==> src/rtl/parking_fee_calc.sv <==
// Parking-lot fee calculator: per-slot entry timestamps, and on exit a multi-cycle
// FSM that bills started units after a grace period, saturating at a fee cap.
module parking_fee_calc #(
    parameter int unsigned SLOT_W   = 3,
    parameter int unsigned FREE_MIN = 10,
    parameter int unsigned UNIT_MIN = 30,
    parameter int unsigned UNIT_FEE = 1000,
    parameter int unsigned MAX_FEE  = 30000
) (
    input  logic                  clk,
    input  logic                  reset_p,
    input  logic [15:0]           time_now,
    input  logic                  entry_valid,
    input  logic [SLOT_W-1:0]     entry_slot,
    input  logic                  exit_valid,
    input  logic [SLOT_W-1:0]     exit_slot,
    output logic                  busy,
    output logic                  fee_valid,
    output logic [23:0]           fee,
    output logic [15:0]           duration,
    output logic [2**SLOT_W-1:0]  occupied,
    output logic [SLOT_W:0]       free_cnt,
    output logic                  err_occupied,
    output logic                  err_empty,
    output logic                  err_busy
);
    localparam int unsigned NS = 2**SLOT_W;
    localparam int unsigned CW = SLOT_W + 1;

    typedef enum logic [1:0] {IDLE, CALC, ACCUM, DONE} state_t;

    state_t              state;
    logic [15:0]         stamp [NS];
    logic [SLOT_W-1:0]   cur_slot;
    logic [15:0]         calc_dur;
    logic [15:0]         rem;
    logic [23:0]         acc;
    logic [15:0]         elapsed;
    logic [24:0]         acc_sum;
    logic                acc_sat;
    logic                entry_ok;
    logic [SLOT_W:0]     used;

    // Modulo-2**16 subtraction handles time_now wrap-around.
    assign elapsed  = time_now - stamp[cur_slot];
    assign acc_sum  = {1'b0, acc} + 25'(UNIT_FEE);
    assign acc_sat  = acc_sum >= 25'(MAX_FEE);
    assign busy     = (state != IDLE);
    assign entry_ok = (state == IDLE) && entry_valid && !exit_valid && !occupied[entry_slot];

    always_comb begin
        used = '0;
        for (int i = 0; i < NS; i++) begin
            used = used + CW'(occupied[i]);
        end
        free_cnt = CW'(NS) - used;
    end

    // Timestamp table is not reset; the occupied flags alone mark valid entries.
    always_ff @(posedge clk) begin
        if (entry_ok) begin
            stamp[entry_slot] <= time_now;
        end
    end

    always_ff @(posedge clk or posedge reset_p) begin
        if (reset_p) begin
            state        <= IDLE;
            occupied     <= '0;
            fee_valid    <= 1'b0;
            fee          <= '0;
            duration     <= '0;
            err_occupied <= 1'b0;
            err_empty    <= 1'b0;
            err_busy     <= 1'b0;
            cur_slot     <= '0;
            calc_dur     <= '0;
            rem          <= '0;
            acc          <= '0;
        end else begin
            fee_valid    <= 1'b0;
            err_occupied <= 1'b0;
            err_empty    <= 1'b0;
            err_busy     <= 1'b0;
            if (state != IDLE && (entry_valid || exit_valid)) begin
                err_busy <= 1'b1;
            end
            case (state)
                IDLE: begin
                    if (exit_valid) begin
                        // Exit wins over a simultaneous entry.
                        if (entry_valid) begin
                            err_busy <= 1'b1;
                        end
                        if (occupied[exit_slot]) begin
                            cur_slot <= exit_slot;
                            state    <= CALC;
                        end else begin
                            err_empty <= 1'b1;
                        end
                    end else if (entry_valid) begin
                        if (occupied[entry_slot]) begin
                            err_occupied <= 1'b1;
                        end else begin
                            occupied[entry_slot] <= 1'b1;
                        end
                    end
                end
                CALC: begin
                    calc_dur <= elapsed;
                    rem      <= elapsed - 16'(FREE_MIN);
                    acc      <= '0;
                    state    <= (elapsed <= 16'(FREE_MIN)) ? DONE : ACCUM;
                end
                ACCUM: begin
                    acc <= acc_sat ? 24'(MAX_FEE) : acc_sum[23:0];
                    if (rem <= 16'(UNIT_MIN) || acc_sat) begin
                        state <= DONE;
                    end else begin
                        rem <= rem - 16'(UNIT_MIN);
                    end
                end
                DONE: begin
                    fee_valid          <= 1'b1;
                    fee                <= acc;
                    duration           <= calc_dur;
                    occupied[cur_slot] <= 1'b0;
                    state              <= IDLE;
                end
                default: state <= IDLE;
            endcase
        end
    end
endmodule

==> config.mk <==
export PLATFORM = sky130hd
export DESIGN_NAME = parking_fee_calc
export DESIGN_NICKNAME = d
export VERILOG_FILES = /design/src/rtl/parking_fee_calc.sv
export SDC_FILE = /design/constraint.sdc
export NUM_CORES = 1
export LEC_CHECK = 0
export CAP_MARGIN = 30
export CORE_MARGIN = 10
export CORE_UTILIZATION = 60
export DETAILED_ROUTE_END_ITERATION = 12
export PLACE_DENSITY = 0.81
export SETUP_SLACK_MARGIN = 0.15
export SYNTH_ARGS = -nofsm -noshare
export SYNTH_HDL_FRONTEND = slang
export SYNTH_SLANG_ARGS = --single-unit
==> constraint.sdc <==
create_clock -name clk -period 10.55 [get_ports clk]
set_input_delay 1.5825 -clock clk [delete_from_list [all_inputs] [get_ports clk]]
set_output_delay 1.5825 -clock clk [all_outputs]
set_load 0.005 [all_outputs]
==> summary.md, run 1 <==
| Metric | Value |
|---|---|
| Root buffer cell | `clkbuf_16` |
| Post-Syn Area | `between 10,000 and 15,000 sq um` |
| First-pass GRT wire length | `roughly 42,000 um` |
| Finished Cell Area | `13,010 sq um` |
| Die Ht | `between 150 and 200 um` |
| DPL Wire Length | `approximately 17,000 um` |
| Setup-failing EPs final | `0` |
| Req. time, crit path | `approximately 9.0 ns` |
| Final net count | `between 1,000 and 1,500` |
| Largest net degree at the start of global routing | `66` |
| Sequential share of power | `0.308` |
| Hold Vio Cnt, Final | `0` |
| Hold slack final | `a little under 0.5 ns` |
| Die area | `~25,000 sq um` |
| Type of the worst setup path | `flip-flop to output pin` |
| Starting DRT DRC Count | `~640` |
| NetSw | `roughly 1.7 mW` |
| Worst-skew pair later-pin latency | `approximately 0.53 ns` |
| Pre-CTS setup slack | `roughly 5.4 ns` |
| Max cap viols | `0` |
| Asr flop ratio synth | `0.4553` |
| Gpl congestion | `~0.9` |
| Area Growth Syn to Fin | `16.08%` |
| Final wirelength | `26,540 um` |
| Post-CTS Setup Bufs | `0` |
| Lkg Pwr | `4.872 nW` |
| Num CTS Buffers | `24` |
| DRT antenna net count | `0` |
| Clock power frac | `0.194` |
| Critical path's largest stage delay | `between 0.4 and 0.5 ns` |
| Slew Limit Fails | `0` |
| Register area share after synthesis | `0.5819` |
| Initial core utilization | `0.6176` |
| Initial antenna violation count | `0` |
| Ys Warns | `0` |
| Hold buffer count at CTS | `0` |
| Port Buffer Count | `79` |
| Worst IR Drop VDD | `~0.00016 V` |
| Vias in the first global route | `a little under 8,000` |
| Clock transition at the registers of the reported paths | `~0.06 ns` |
| RSZ-0062 raised after global routing | `false` |
| Worst Max-Slew Pin Slew | `around 1 ns` |
| Fin util | `0.7168` |
| Max clock buf depth | `3` |
| Switching Fraction | `0.4064` |
| Final Power | `between 4 and 5 mW` |
| Synth cell types | `84` |
| Fmax achieved | `about 200 MHz` |
| Tcrit/Tclk final | `0.4821` |
| Clock sinks | `235` |
| Mean Syn Cell Area | `12.54 sq um` |
| Clock skew | `between 0.01 and 0.015 ns` |
| Die span in x | `156.7 um` |
| Post-cts gate resize count | `0` |
| DR WL/cell | `21.85 um` |
| Int Pwr | `2.438 mW` |
| EDFF count, synth | `between 100 and 150` |
| Most frequent CP cell | `fa_1` |
| Buffers & Inverters on Critical Path | `2` |
| Hold Path Class | `flip-flop to flip-flop` |
| Antenna diode instance count | `0` |
| Setup ws final | `between 5 and 6 ns` |
| Gr usage total | `0.2123` |
| FILL cells | `~1,300` |
| H-Tree Depth | `1` |
| CP top delay family | `adder cells` |
| Critical Path AT | `3.50 ns` |
| CP Cell Sequence | `inv_1 -> fa_1 -> ha_1 -> fa_1 -> fa_1 -> ha_1 -> clkdlybuf4s50_1` |
| Grt ovf | `0` |
| Status | `completed` |
| Io pins | `just over 80` |
| Layout cells sized above 1 | `0.1339` |
| DRC viols | `0` |
| # rows | `49` |
| Crit path time final | `5.087 ns` |
| Final Non-Filler Cells | `roughly 1,200` |
| Worst rel slew slack | `0.3261` |
| Vias | `7,884` |
| Drt via density | `about 6.5` |
| Critical path peak fanout | `5` |
| PD cells | `315.8 nW/um^2` |
| CTS tree | `built` |
| Placed cell count | `about 1,200` |
| Dpl cell area | `12,220 sq um` |
| Setup TNS | `0 ns` |
| CP max-delay cell | `fa_1` |
| Comb power frac | `0.498` |
| CP Launch Type | `flip-flop` |
| Ys flop type | `edfxtp_1` |
| Mapped Cells | `894` |
| CP endpoint kind | `output pin` |
| #FFs+latches synth | `about 240` |
| First drt pass iteration count | `6` |
| Core ar. | `~18,000 sq um` |
path summary, 6_finish.rpt:
kind	start	end	slack [ns]	cells after the start
setup reg to reg	cur_slot[2]$_DFFE_PP0P_	rem[15]$_DFFE_PP0P_	5.93	14
hold reg to reg	rem[9]$_DFFE_PP0P_	rem[9]$_DFFE_PP0P_	0.49	1
min in group asynchronous	reset_p	duration[0]$_DFFE_PP0P_	1.46	2
setup / recovery	occupied[4]$_DFFE_PP0P_	free_cnt[2]	5.46	7
max in group asynchronous	reset_p	acc[14]$_DFFE_PP0P_	7.87	3
hold / removal	rem[9]$_DFFE_PP0P_	rem[9]$_DFFE_PP0P_	0.49	1
power groups by stage:
stage               logic, mW  registers (mW)  clock network (mW)
global placement         1.99            1.27                   0
global route             2.24            1.29               0.843
floorplan                1.47            1.22                   0
CTS                      2.03            1.26               0.806
detailed placement       2.02            1.28                   0
finish                   2.05            1.26               0.797
cell usage in the layout (no fill, tap or decap), types with 7 or more instances in the layout:
| cell type | n |
|---|---|
| and3_1 | 23 |
| clkbuf_16 | 24 |
| clkdlybuf4s50_1 | 79 |
| o31ai_1 | 9 |
| nor2_1 | 41 |
| dfrtp_1 | 107 |
| nand3_1 | 9 |
| o211ai_1 | 7 |
| nor2b_1 | 21 |
| xnor2_1 | 16 |
| nand4_1 | 8 |
| nand2_1 | 42 |
| o22ai_1 | 7 |
| mux2_2 | 50 |
| a22o_1 | 17 |
| o21ai_0 | 30 |
| inv_1 | 28 |
| edfxtp_1 | 128 |
| ha_1 | 25 |
| a22oi_1 | 40 |
| buf_4 | 14 |
| a21oi_1 | 43 |
| xor2_1 | 7 |
| nor3_1 | 26 |
| a221oi_1 | 15 |
| clkbuf_1 | 8 |
| a31oi_1 | 9 |
cell type report:
class / instances / area (sq um) / share of cell area
clock buffers: 34 / 658.1 / 0.05059
clock inverters: 8 / 78.83 / 0.006059
inverters: 30 / 115.1 / 0.008849
multi-input cells: 584 / 4398 / 0.3381
flip-flops and latches: 235 / 6521 / 0.5013
well taps: 229 / 286.5 / 0.02203
repair buffers: 95 / 950.9 / 0.07310
flip-flops by register name (all words and copies together) (netlist names):
signal,flops
stamp,128
acc,21
fee,21
calc_dur,16
duration,16
rem,16
occupied,8
cur_slot,3
state,2
err_busy,1
err_empty,1
err_occupied,1
fee_valid,1
logic make-up after synthesis:
logic type	Yosys count	share of synthesized area
AO/OA/AOI/OAI	245	0.1614
flip-flops	235	0.5819
AND/OR/NAND/NOR	225	0.1122
buffers and inverters	77	0.02947
multiplexers	56	0.05783
adder cells (fa/ha/maj)	32	0.03885
XOR/XNOR	23	0.01797
other	1	0.0003346
cells in the mapped netlist (8+ instances only):
cell,count,area share
a22o_1,17,0.013
a22oi_1,40,0.027
nand2_1,42,0.014
dfrtp_1,107,0.24
nand4_1,8,0.0045
mux2_2,50,0.050
ha_1,26,0.029
inv_1,29,0.0097
xnor2_1,16,0.013
o21ai_0,30,0.013
nor2_1,42,0.014
nor3_1,28,0.013
nor2b_1,21,0.012
and3_1,23,0.013
clkbuf_1,34,0.011
edfxtp_1,128,0.34
a31oi_1,9,0.0050
a21oi_1,43,0.019
o31ai_1,9,0.0060
a221oi_1,15,0.012
nand3_1,9,0.0040
layer usage:
| metal | share of wire | global-route usage |
|---|---|---|
| met1 | 0.41 | 0.2726 |
| met2 | 0.50 | 0.3599 |
| met3 | 0.073 | 0.04030 |
| met4 | 0.021 | 0.06157 |
| met5 | 0 | 0 |
Note: power is estimated with default switching activity, not from simulation.
==> inputs of run 2 (changes only) <==
- CORE_UTILIZATION: 60 -> 59
- PLACE_DENSITY: 0.81 -> 0.8
- clock period: 10.55 -> 5.3 ns (I/O delays scaled with it)
==> summary.md, run 2 (same netlist as run 1, synthesis figures left out) <==
| Metric | Value |
|---|---|
| Worst reg-to-reg path cell count | `14 (unchanged)` |
| First-pass GRT wire length | `42,820 um (+1.7%)` |
| Initial core utilization | `0.5991 (-0.01842)` |
| Hold path endpoint | `calc_dur[13]$_DFFE_PP0P_` |
| DRT antenna net count | `0 (unchanged)` |
| Vias in the first global route | `7,833 (+1.6%)` |
| Grt ovf | `0 (unchanged)` |
| Lkg Pwr | `4.925 nW (+1.1%)` |
| Fin util | `0.7010 (-0.01583)` |
| Die area | `24,910 sq um (+1.5%)` |
| Final Power | `8.356 mW (+100%)` |
| First drt pass iteration count | `5 (-1)` |
| Drt via density | `6.515 (+0.40%)` |
| Reg-to-reg critical path endpoint | `rem[15]$_DFFE_PP0P_` |
| R2R Path Start | `cur_slot[2]$_DFFE_PP0P_` |
| Max clock buf depth | `3 (unchanged)` |
| Slew Limit Fails | `0 (unchanged)` |
| Critical path peak fanout | `14 (+9)` |
| Clock sinks | `235 (unchanged)` |
| Critical Path AT | `5.02 ns (+1.52 ns)` |
| Crit path time final | `between 4 and 5 ns` |
| Port Buffer Count | `79 (unchanged)` |
| Initial antenna violation count | `0 (unchanged)` |
| Worst IR Drop VDD | `0.0003158 V (+96%)` |
| Most common cell after layout, fill and taps aside | `edfxtp_1` |
| Antenna diode instance count | `0 (unchanged)` |
| Vias | `8,007 (+1.6%)` |
| FILL cells | `1,309 (+4.6%)` |
| Clock transition at the registers of the reported paths | `0.06 ns (about the same)` |
| Register area | `6521 sq um (unchanged)` |
| Area Growth Syn to Fin | `17.00%` |
| DRC viols | `0 (unchanged)` |
| DPL Wire Length | `18,180 um (+4.1%)` |
| Setup TNS | `0 ns (unchanged)` |
| Tcrit/Tclk final | `0.8712` |
| Status | `completed` |
| Num CTS Buffers | `24 (unchanged)` |
| Worst-skew pair later-pin latency | `0.53 ns (about the same)` |
| CP Launch Type | `flip-flop` |
| # rows | `50 (+2.0%)` |
| CTS tree | `built` |
| Starting DRT DRC Count | `640 (+0.31%)` |
| Setup-failing EPs final | `0 (unchanged)` |
| Multi-input logic area | `4395 sq um (about the same)` |
| WHS Path Cells | `2 (+1)` |
| Clock skew | `0.01499 ns (+0.002712 ns)` |
| Post-cts gate resize count | `0 (unchanged)` |
| Die span in x | `157.8 um (+0.73%)` |
| Fmax achieved | `approximately 220 MHz` |
| Io pins | `83 (unchanged)` |
| Req. time, crit path | `5.71 ns (-3.26 ns)` |
| Gpl congestion | `0.9073 (+1.1%)` |
| Largest net degree at the start of global routing | `73 (+11%)` |
| H-Tree Depth | `1 (unchanged)` |
| Worst rel slew slack | `0.3623 (+0.03623)` |
| Final wirelength | `27,130 um (+2.2%)` |
| Worst reg2reg setup slack | `0.68 ns (-5.25 ns)` |
| PD cells | `637.2 nW/um^2 (+100%)` |
| Gr usage total | `0.2169 (+0.004561)` |
| Die Ht | `157.8 um (+0.73%)` |
| Layout cells sized above 1 | `0.1427 (+0.008839)` |
| Biggest regs | `stamp x128, acc x21, fee x21` |
| Most flops, register | `stamp` |
| Hold Path Class | `flip-flop to flip-flop` |
| Hold Vio Cnt, Final | `0 (unchanged)` |
| Commonest non-fill, non-tap cells in the layout | `edfxtp_1, dfrtp_1, clkdlybuf4s50_1` |
| RSZ-0062 raised after global routing | `false` |
| Final net count | `1,034 (+0.68%)` |
| Hold_sp | `calc_dur[13]$_DFFE_PP0P_` |
| Type of the worst setup path | `flip-flop to flip-flop` |
| DR WL/cell | `22.07 um (+1.0%)` |
| Root buffer cell | `clkbuf_16` |
| Max reg flops | `128 (unchanged)` |
| Core ar. | `18,710 sq um (+3.1%)` |
| Post-CTS Setup Bufs | `0 (unchanged)` |
| CP endpoint kind | `flip-flop` |
| Max cap viols | `0 (unchanged)` |
| Worst Max-Slew Pin Slew | `0.9565 ns (-0.04663 ns)` |
| Hold buffer count at CTS | `0 (unchanged)` |
==> run 2: worst max-delay path by stage <==
stage                                        from                  end  slack (ns)  cells past startpoint
after CTS                 cur_slot[2]$_DFFE_PP0P_  rem[15]$_DFFE_PP0P_        0.70                     14
final                     cur_slot[2]$_DFFE_PP0P_  rem[15]$_DFFE_PP0P_        0.68                     14
after floorplan           cur_slot[1]$_DFFE_PP0P_  rem[10]$_DFFE_PP0P_        1.03                     16
after global routing      cur_slot[2]$_DFFE_PP0P_  rem[15]$_DFFE_PP0P_        0.35                     14
after global placement                time_now[0]  rem[15]$_DFFE_PP0P_         1.0                     13
after detailed placement  cur_slot[2]$_DFFE_PP0P_  rem[15]$_DFFE_PP0P_        0.82                     14
==> run 2: critical path, stage by stage, from the launching register on <==
cell and delay, ns:
dfrtp_1 0.53, and3b_1 0.69, a22oi_1 0.20, nand4_1 0.14
ha_1 0.21, inv_1 0.07, fa_1 0.42, a211oi_1 0.36
o211ai_1 0.18, a311oi_1 0.35, xnor2_1 0.20, a2111oi_4 0.45
nand4_1 0.17, xnor2_1 0.17, a221oi_1 0.34
==> run 2: layout make-up <==
class / count / area share
Sequential cell: 235 / 0.4973
Multi-Input combinational cell: 584 / 0.3352
Timing Repair Buffer: 102 / 0.07443
Clock buffer: 28 / 0.04771
Tap cell: 234 / 0.02233
Clock inverter: 16 / 0.01422
Inverter: 30 / 0.008779
==> run 2: power breakdown <==
| part | switching, mW | internal, mW | total (mW) |
|---|---|---|---|
| combinational | 2.39 | 1.75 | 4.14 |
| sequential | 0.285 | 2.23 | 2.52 |
| clock | 0.697 | 1.00 | 1.70 |
==> run 2: layer usage <==
metal,share of wire,up-vias,global-route usage
met5,0,-,0
met4,0.029,0,0.07524
met3,0.073,63,0.03799
met2,0.50,338,0.3717
met1,0.40,3990,0.2714
li1,-,3616,-
==> run 2: per-stage QoR <==
| step | cell area, sq um | setup WS, ns | hold WS, ns | instances |
|---|---|---|---|---|
| after floorplan | 11210 | 1.031 | 0.4436 | 896 |
| after global placement | 12280 | 0.9976 | 0.4625 | 1184 |
| after detailed placement | 12300 | 0.8240 | 0.4682 | 1185 |
| after CTS | 13110 | 0.7007 | 0.4849 | 1229 |
| after global routing | 13110 | 0.3499 | 0.4953 | 1229 |
| final | 13110 | 0.6829 | 0.4806 | 1229 |
==> inputs of run 3 (changes only) <==
- PLACE_DENSITY: 0.8 -> default
- PLACE_DENSITY_LB_ADDON: default -> 0.15
- SLEW_MARGIN: default -> 5
- TNS_END_PERCENT: default -> 30
==> summary.md, run 3 (same netlist as run 1, synthesis figures left out) <==
| Metric | Value |
|---|---|
| Largest net degree at the start of global routing | `59 (-19%)` |
| Commonest non-fill, non-tap cells in the layout | `edfxtp_1, dfrtp_1, clkdlybuf4s50_1` |
| Root buffer cell | `clkbuf_16` |
| # rows | `50 (unchanged)` |
| Area Growth Syn to Fin | `16.37%` |
| DR WL/cell | `20.68 um (-6.3%)` |
| DPL Wire Length | `16,960 um (-6.7%)` |
| Pre-CTS setup slack | `0.8976 ns (+0.07365 ns)` |
| DRC viols | `0 (unchanged)` |
| Slew Limit Fails | `0 (unchanged)` |
| Max reg flops | `128 (unchanged)` |
| Antenna diode instance count | `0 (unchanged)` |
| Initial antenna violation count | `0 (unchanged)` |
| Status | `completed` |
| Num CTS Buffers | `25 (+4.2%)` |
| Core ar. | `18,710 sq um (unchanged)` |
| Tcrit/Tclk final | `0.8140 (-0.05712)` |
| Die area | `24,910 sq um (unchanged)` |
| Hold Path Class | `flip-flop to flip-flop` |
| Post-cts gate resize count | `0 (unchanged)` |
| Dpl cell area | `12,290 sq um (about the same)` |
| Layout cells sized above 1 | `0.1380 (-0.004748)` |
| Finished Cell Area | `13,040 sq um (-0.54%)` |
| Fin util | `0.6972 (-0.003812)` |
| DRT antenna net count | `0 (unchanged)` |
| Worst-skew pair later-pin latency | `0.53 ns (about the same)` |
| Most common cell after layout, fill and taps aside | `edfxtp_1` |
| First drt pass iteration count | `7 (+2)` |
| Req. time, crit path | `5.73 ns (+0.02 ns)` |
| Initial core utilization | `0.5991 (unchanged)` |
| Die span in x | `157.8 um (unchanged)` |
| Crit path time final | `4.314 ns (-0.3027 ns)` |
| Lkg Pwr | `4.895 nW (-0.60%)` |
| Worst Max-Slew Pin Slew | `0.9106 ns (-0.04585 ns)` |
| Grt ovf | `0 (unchanged)` |
| Vias | `7,663 (-4.3%)` |
| Worst IR Drop VDD | `0.0003444 V (+9.1%)` |
| Most flops, register | `stamp` |
| Max clock buf depth | `3 (unchanged)` |
| First-pass GRT wire length | `40,960 um (-4.4%)` |
| Gr usage total | `0.2052 (-0.01169)` |
| CP Launch Type | `flip-flop` |
| Clock transition at the registers of the reported paths | `0.06 ns (about the same)` |
| CTS tree | `built` |
| Setup TNS | `0 ns (unchanged)` |
| Hold Vio Cnt, Final | `0 (unchanged)` |
| Type of the worst setup path | `flip-flop to flip-flop` |
| Die Ht | `157.8 um (unchanged)` |
| PD cells | `625.3 nW/um^2 (-1.9%)` |
| Gpl congestion | `0.8377 (-7.7%)` |
| Critical path peak fanout | `9 (-5)` |
| Max cap viols | `0 (unchanged)` |
| Io pins | `83 (unchanged)` |
| Clock sinks | `235 (unchanged)` |
| Worst rel slew slack | `0.3850 (+0.02262)` |
| Post-CTS Setup Bufs | `0 (unchanged)` |
| H-Tree Depth | `1 (unchanged)` |
| Setup ws final | `0.9856 ns (+0.3027 ns)` |
| Fmax achieved | `231.8 MHz (+7.0%)` |
| Biggest regs | `stamp x128, acc x21, fee x21` |
| Hold buffer count at CTS | `0 (unchanged)` |
| Final wirelength | `25,370 um (-6.5%)` |
| RSZ-0062 raised after global routing | `false` |
| Starting DRT DRC Count | `633 (-1.1%)` |
| CP endpoint kind | `flip-flop` |
| Drt via density | `6.245 (-4.1%)` |
| Port Buffer Count | `79 (unchanged)` |
| Critical Path AT | `4.74 ns (-0.28 ns)` |
| Vias in the first global route | `7,554 (-3.6%)` |
| Clock skew | `0.007926 ns (-0.007063 ns)` |
| Setup-failing EPs final | `0 (unchanged)` |
| Final net count | `1,034 (unchanged)` |
[run 3: cell count changes in the layout (fill, tap and decap cells not counted), sizes merged]
| cell | previous run | this run |
|---|---|---|
| clkinv | 10 | 6 |
| inv | 30 | 31 |
| clkbuf | 28 | 35 |
| buf | 23 | 22 |
| bufinv | 3 | 0 |
| clkinvlp | 3 | 1 |
[run 3: per-layer routing]
| metal | track usage | wire length, um |
|---|---|---|
| met5 | 0 | 0 |
| met4 | 0.04809 | 515 |
| met3 | 0.02741 | 1410 |
| met2 | 0.3490 | 12590 |
| met1 | 0.2738 | 10860 |
[run 3: area by class of cell]
class | instances | area (sq um)
clock buffer | 35 | 683.2
timing repair buffer | 101 | 968.4
sequential | 235 | 6521
fill | 1314 | 5664
multi-input combinational | 584 | 4395
inverter | 30 | 115.1
clock inverter | 8 | 65.06
tap | 234 | 292.8
[run 3: metrics by stage]
| stage | hold slack (ns) | power (mW) | instances |
|---|---|---|---|
| final | 0.4779 | 8.155 | 1227 |
| after global routing | 0.4920 | 8.689 | 1227 |
| after CTS | 0.4863 | 8.161 | 1227 |
| after detailed placement | 0.4709 | 6.548 | 1184 |
| after global placement | 0.4614 | 6.484 | 1183 |
| after floorplan | 0.4436 | 5.364 | 896 |
[run 3: final timing paths]
| check | from | end | slack, ns | depth (start not counted) |
|---|---|---|---|---|
| min in group asynchronous | reset_p | duration[4]$_DFFE_PP0P_ | 0.75 | 2 |
| worst max-delay path | cur_slot[1]$_DFFE_PP0P_ | rem[15]$_DFFE_PP0P_ | 0.99 | 14 |
| worst max register to register | cur_slot[1]$_DFFE_PP0P_ | rem[15]$_DFFE_PP0P_ | 0.99 | 14 |
| max in group asynchronous | reset_p | fee[13]$_DFFE_PP0P_ | 3.44 | 3 |
| worst min register to register | calc_dur[13]$_DFFE_PP0P_ | calc_dur[13]$_DFFE_PP0P_ | 0.48 | 2 |
| worst min-delay path | calc_dur[13]$_DFFE_PP0P_ | calc_dur[13]$_DFFE_PP0P_ | 0.48 | 2 |
[run 3: worst max-delay path, cell delays in order (launching register included)]
cell and delay (ns):
dfrtp_1 0.47, nor3_2 0.62, a22oi_1 0.15, nand4_1 0.14, ha_1 0.17, inv_1 0.05, fa_1 0.42, a211oi_1 0.38
o211ai_1 0.19, a311oi_1 0.33, xnor2_1 0.20, a2111oi_4 0.46, nand4_1 0.17, xnor2_1 0.16, a221oi_1 0.30
[run 3: power by group]
group,internal (mW),leakage (nW),switching [mW]
Clock,0.905,0.363,0.690
Combinational,1.74,2.05,2.31
Sequential,2.23,2.48,0.281
